--- src/rtl/uart_rx_oversampler.sv ---
// Oversampling edge/bit counters and 3-sample majority voter feeding the UART RX FSM.
// Define UART_RX_SYNC_EN to pass i_rx_in through a 2-flop synchronizer before sampling.
module uart_rx_oversampler #(
  parameter int EDGE_W = 5,
  parameter int BIT_W  = 4
) (
  input  logic              i_clk,
  input  logic              i_reset,
  input  logic              i_rx_in,
  input  logic [5:0]        i_Prescale,
  input  logic              i_enable_cnt,
  input  logic              i_data_samp_en,
  output logic [EDGE_W-1:0] o_edge_cnt,
  output logic [BIT_W-1:0]  o_bit_cnt,
  output logic              o_sampled_bit,
  output logic              o_sample_valid
);

  logic       r_rx;
  logic [5:0] p_eff;
  logic [6:0] edge_ext;
  logic [6:0] last_edge;
  logic [6:0] mid;
  logic       s0, s1, s2;
  logic       vote;

`ifdef UART_RX_SYNC_EN
  logic sync1, sync2;

  always_ff @(posedge i_clk) begin
    if (i_reset) begin
      sync1 <= 1'b1;
      sync2 <= 1'b1;
    end else begin
      sync1 <= i_rx_in;
      sync2 <= sync1;
    end
  end

  assign r_rx = sync2;
`else
  assign r_rx = i_rx_in;
`endif

  // Out-of-range prescale falls back to 8 so the counter can never run past its width.
  assign p_eff     = (i_Prescale >= 6'd8 && i_Prescale <= 6'd32) ? i_Prescale : 6'd8;
  assign edge_ext  = 7'(o_edge_cnt);
  assign last_edge = {1'b0, p_eff} - 7'd1;
  assign mid       = {2'b00, p_eff[5:1]};
  assign vote      = (s0 & s1) | (s0 & s2) | (s1 & s2);

  always_ff @(posedge i_clk) begin
    if (i_reset) begin
      o_edge_cnt <= '0;
      o_bit_cnt  <= '0;
    end else if (!i_enable_cnt) begin
      o_edge_cnt <= '0;
      o_bit_cnt  <= '0;
    end else if (edge_ext == last_edge) begin
      o_edge_cnt <= '0;
      o_bit_cnt  <= o_bit_cnt + 1'b1;
    end else begin
      o_edge_cnt <= o_edge_cnt + 1'b1;
    end
  end

  // mid >= 4 for every legal P, so mid-1 never underflows.
  always_ff @(posedge i_clk) begin
    if (i_reset) begin
      s0             <= 1'b1;
      s1             <= 1'b1;
      s2             <= 1'b1;
      o_sampled_bit  <= 1'b1;
      o_sample_valid <= 1'b0;
    end else begin
      o_sample_valid <= 1'b0;
      if (i_data_samp_en) begin
        if (edge_ext == mid - 7'd1) s0 <= r_rx;
        if (edge_ext == mid)        s1 <= r_rx;
        if (edge_ext == mid + 7'd1) s2 <= r_rx;
        if (edge_ext == mid + 7'd2) begin
          o_sampled_bit  <= vote;
          o_sample_valid <= 1'b1;
        end
      end
    end
  end

endmodule

--- config.mk ---
export PLATFORM = sky130hd
export DESIGN_NAME = uart_rx_oversampler
export DESIGN_NICKNAME = d
export VERILOG_FILES = /design/src/rtl/uart_rx_oversampler.sv
export SDC_FILE = /design/constraint.sdc
export NUM_CORES = 1
export LEC_CHECK = 0
export ABC_AREA = 1
export CORE_ASPECT_RATIO = 1.75
export CORE_MARGIN = 1.5
export CORE_UTILIZATION = 52
export DETAILED_ROUTE_END_ITERATION = 16
export HOLD_SLACK_MARGIN = 0.02
export PLACE_DENSITY = 0.82
export SETUP_SLACK_MARGIN = 0.2
export SLEW_MARGIN = 0
export SYNTH_ARGS = -nofsm -noshare
export SYNTH_HDL_FRONTEND = slang
export SYNTH_SLANG_ARGS = --single-unit
export TNS_END_PERCENT = 30
--- constraint.sdc ---
create_clock -name i_clk -period 2.6 [get_ports i_clk]
set_clock_uncertainty 0.2 [all_clocks]
set_input_delay 0.52 -clock i_clk [delete_from_list [all_inputs] [get_ports i_clk]]
set_output_delay 0.52 -clock i_clk [all_outputs]
set_load 0.02 [all_outputs]
==> flow_summary_export.csv <==
group,metric,value,unit
timing,min_period,2.338,ns
setup_path,slowest_delay,0.22,ns
timing,hold_violations,0,
placed_design,io_buffers,21,
floorplan,num_rows,23,
routing,first_pass_iters,4,
placed_design,globalplace.congestion,1.010,
placed_design,placed_cells,261,
setup_path,startpoint_type,"primary input",
run_status,status,"completed",
timing,worst_slack,0.2622,ns
finish,nFillCells,163,
yosys,synth_edf_count,0,
finish,multi_input_comb_area,950.9,sq um
yosys,async_flop_share,0,
global_routing,grt_pass1_vias,1474,
timing,slew_violations,0,
yosys,synthFlopType,"dfxtp_1",
clock_tree,numCtsBuffers,3,
placed_design,post-dp-hpwl,2860,um
floorplan,start_util,0.5538,
min_path,min_path_type,"flop to flop",
floorplan,floorplan.io_pins,22,
power_and_ir_drop,pwr-share-clk,0.340,
timing,setup_viol_count_final,0,
yosys,synth_top_area_frac,0.2198,
global_routing,grt_util_all_layers,0.3208,
timing,hold-worst-slack,0.2774,ns
finish,final_cells,268,
yosys,synth_largest_area_cell,"dfxtp_1",
clock_tree,clk_pin_slew,0.06,ns
clock_tree,clk_latency,0.25,ns
clock_tree,root_buffer,"clkbuf_8",
power_and_ir_drop,p_seq_frac,0.351,
finish,drive_gt1_frac,0.2798,
finish,nets,264,
routing,wire_per_inst,15.15,um
yosys,ys_seq_elements,14,
job,maxCapViolCount,0,
finish,n_antenna_cell,0,
floorplan,die-area,2770,sq um
timing,fin_crit_sh,0.8992,
routing,viasPerCell,5.560,
clock_tree,cts.htree.levels,1,
clock_tree,clock_path_buffers,2,
setup_path,crit_arrival,2.28,ns
power_and_ir_drop,power,0.6357,mW
global_routing,antenna_found_initial,0,
global_routing,grt-ovfl-total,0,
power_and_ir_drop,ir_drop,0.4432,mV
setup_path,path_common_cell,"nand2_4",
floorplan,die_y,68.51,um
power_and_ir_drop,switchingPower,0.1970,mW
clock_tree,clock_sinks,14,
timing,worstMarginPinSlew,0.4326,ns
power_and_ir_drop,p_leak,0.9238,nW
global_routing,grt_pass1_wl,6168,um
placed_design,dpl_worst_slack,-0.3281,ns
setup_path,cp_cell_sequence,"clkdlybuf4s15_2, inv_2, nor2_2, nand3_2, nand2_4, nand2_4, inv_4, ha_4, nand2_1, nand2_2, inv_2, nand2_2, nand2_1, nand2_1, nand3_2, nor2_4, nand2_4, nand2_4, nor2_1",
timing,rsz0062_at_grt,"no",
power_and_ir_drop,switching_share,0.3099,
yosys,synth_cell_types,26,
finish,seqCellArea,280.3,sq um
timing,slew_headroom,0.7106,
routing,drc_errors,0,
yosys,synth.avg_cell_area,6.538,sq um
yosys,syn_inst,195,
yosys,yosys_warnings,0,
setup_path,cp-end-kind,"flop",
routing,vias,1490,
setup_path,required,2.54,ns
finish,area_growth_syn_to_layout,44.26,%
setup_path,cp_slowest_cell,"clkdlybuf4s15_2",
routing,wl,4060,um
power_and_ir_drop,internal_power,0.4387,mW
routing,drtIter0Drc,68,
yosys,syn_nets,215,
setup_path,worstPathMaxFanout,5,
power_and_ir_drop,pwr-share-comb,0.309,
yosys,yosys-top-cells-area,"dfxtp_1 22%, nand2_1 14%, nand3_1 12%",
setup_path,critical_path_class,"primary input to flop",
yosys,ys_seq_area_frac,0.2198,
timing,fmax,427.8,MHz
clock_tree,cts_tree,"yes",
yosys,syn_area,1275,sq um
floorplan,dieWidth,40.43,um
power_and_ir_drop,powerDensity,345.6,nW/um^2
routing,drtAntennaViolNets,0,
global_routing,grt_max_degree,10,
floorplan,core-area,2302,sq um
kinds of logic after synthesis:
kind of cell	count (synthesis)	synth area share
simple gates	113	0.4475
compound gates	13	0.05888
flops	14	0.2198
buf+inv	34	0.1021
fa+ha+maj	10	0.09617
xor+xnor	11	0.07557
final cells by class:
type | count | share of cell area
repair buffers | 46 | 0.2170
flip-flops and latches | 14 | 0.1524
inverters | 32 | 0.06667
multi-input cells | 147 | 0.5170
clock buffers | 4 | 0.02993
well taps | 25 | 0.01701
registers in the layout, summed over array words and instances (netlist names):
name,flops
s2,1
o_edge_cnt,5
s1,1
o_sample_valid,1
o_sampled_bit,1
s0,1
o_bit_cnt,4
final timing paths:
path | end | from | slack (ns) | cells past startpoint
max | o_edge_cnt[0] | i_Prescale[5] | 0.26 | 19
min | o_sampled_bit | o_sampled_bit | 0.28 | 2
max reg2reg | o_edge_cnt[0] | o_edge_cnt[2] | 0.71 | 11
min reg2reg | o_sampled_bit | o_sampled_bit | 0.28 | 2
cells in the final DEF (no fill, tap or decap), types with 5 or more instances in the layout:
cell type,netlist,layout
inv_1,29,27
nor2_1,12,9
clkdlybuf4s50_1,0,15
nand4_1,5,5
xor2_1,9,8
nand2_1,48,45
ha_1,9,5
dfxtp_1,14,14
a21oi_1,7,6
buf_4,0,24
nand3_1,30,29
nand2_4,5,6
critical path: cells and delay by family:
family	cells	cell delay, ns
buf+inv	4	0.38
fa+ha+maj	1	0.13
simple gates	14	1.22
cells in the mapped netlist, types with 2 or more instances:
| library cell | n |
|---|---|
| buf_2 | 2 |
| ha_1 | 9 |
| xor2_1 | 9 |
| a21oi_1 | 7 |
| inv_2 | 3 |
| a21oi_2 | 2 |
| nor2_2 | 3 |
| nand4_1 | 5 |
| nand2_2 | 2 |
| inv_1 | 29 |
| o21ai_0 | 2 |
| nand2_4 | 5 |
| dfxtp_1 | 14 |
| nand3_2 | 3 |
| nand3_1 | 30 |
| nand2_1 | 48 |
| nor2_1 | 12 |
| xnor2_1 | 2 |
power groups by stage:
stage          Clock, mW  Combinational, mW  Sequential, mW
4_1_cts            0.213              0.176           0.223
3_5_place_dp           0              0.172           0.227
5_1_grt            0.220              0.215           0.224
3_3_place_gp           0              0.166           0.227
2_1_floorplan          0             0.0928           0.229
6_report           0.216              0.197           0.223
timing repair:
action                                  CTS  global route
setup buffers                             1             2
cloned                                    0             0
endpoints found under the setup margin   13            11
pin swaps                                 8             9
hold buffers                              0             0
gates resized for setup                  17            19
layer usage:
layer  part of all wire  global-route usage  wire length [um]
met1               0.36              0.3140              1475
met2               0.58              0.5714              2340
met3              0.037             0.07051               152
met4              0.022              0.1875                91
met5                  0                   0                 0
metrics by stage:
| stage | setup TNS, ns | instance area (sq um) | util |
|---|---|---|---|
| finish | 0 | 1839 | 0.7989 |
| detailed placement | -3.358 | 1684 | 0.7315 |
| global placement | -2.519 | 1684 | 0.7315 |
| global route | 0 | 1839 | 0.7989 |
| floorplan | 0 | 1275 | - |
| CTS | 0 | 1768 | 0.7679 |
Note: power is estimated with default switching activity, not from simulation.
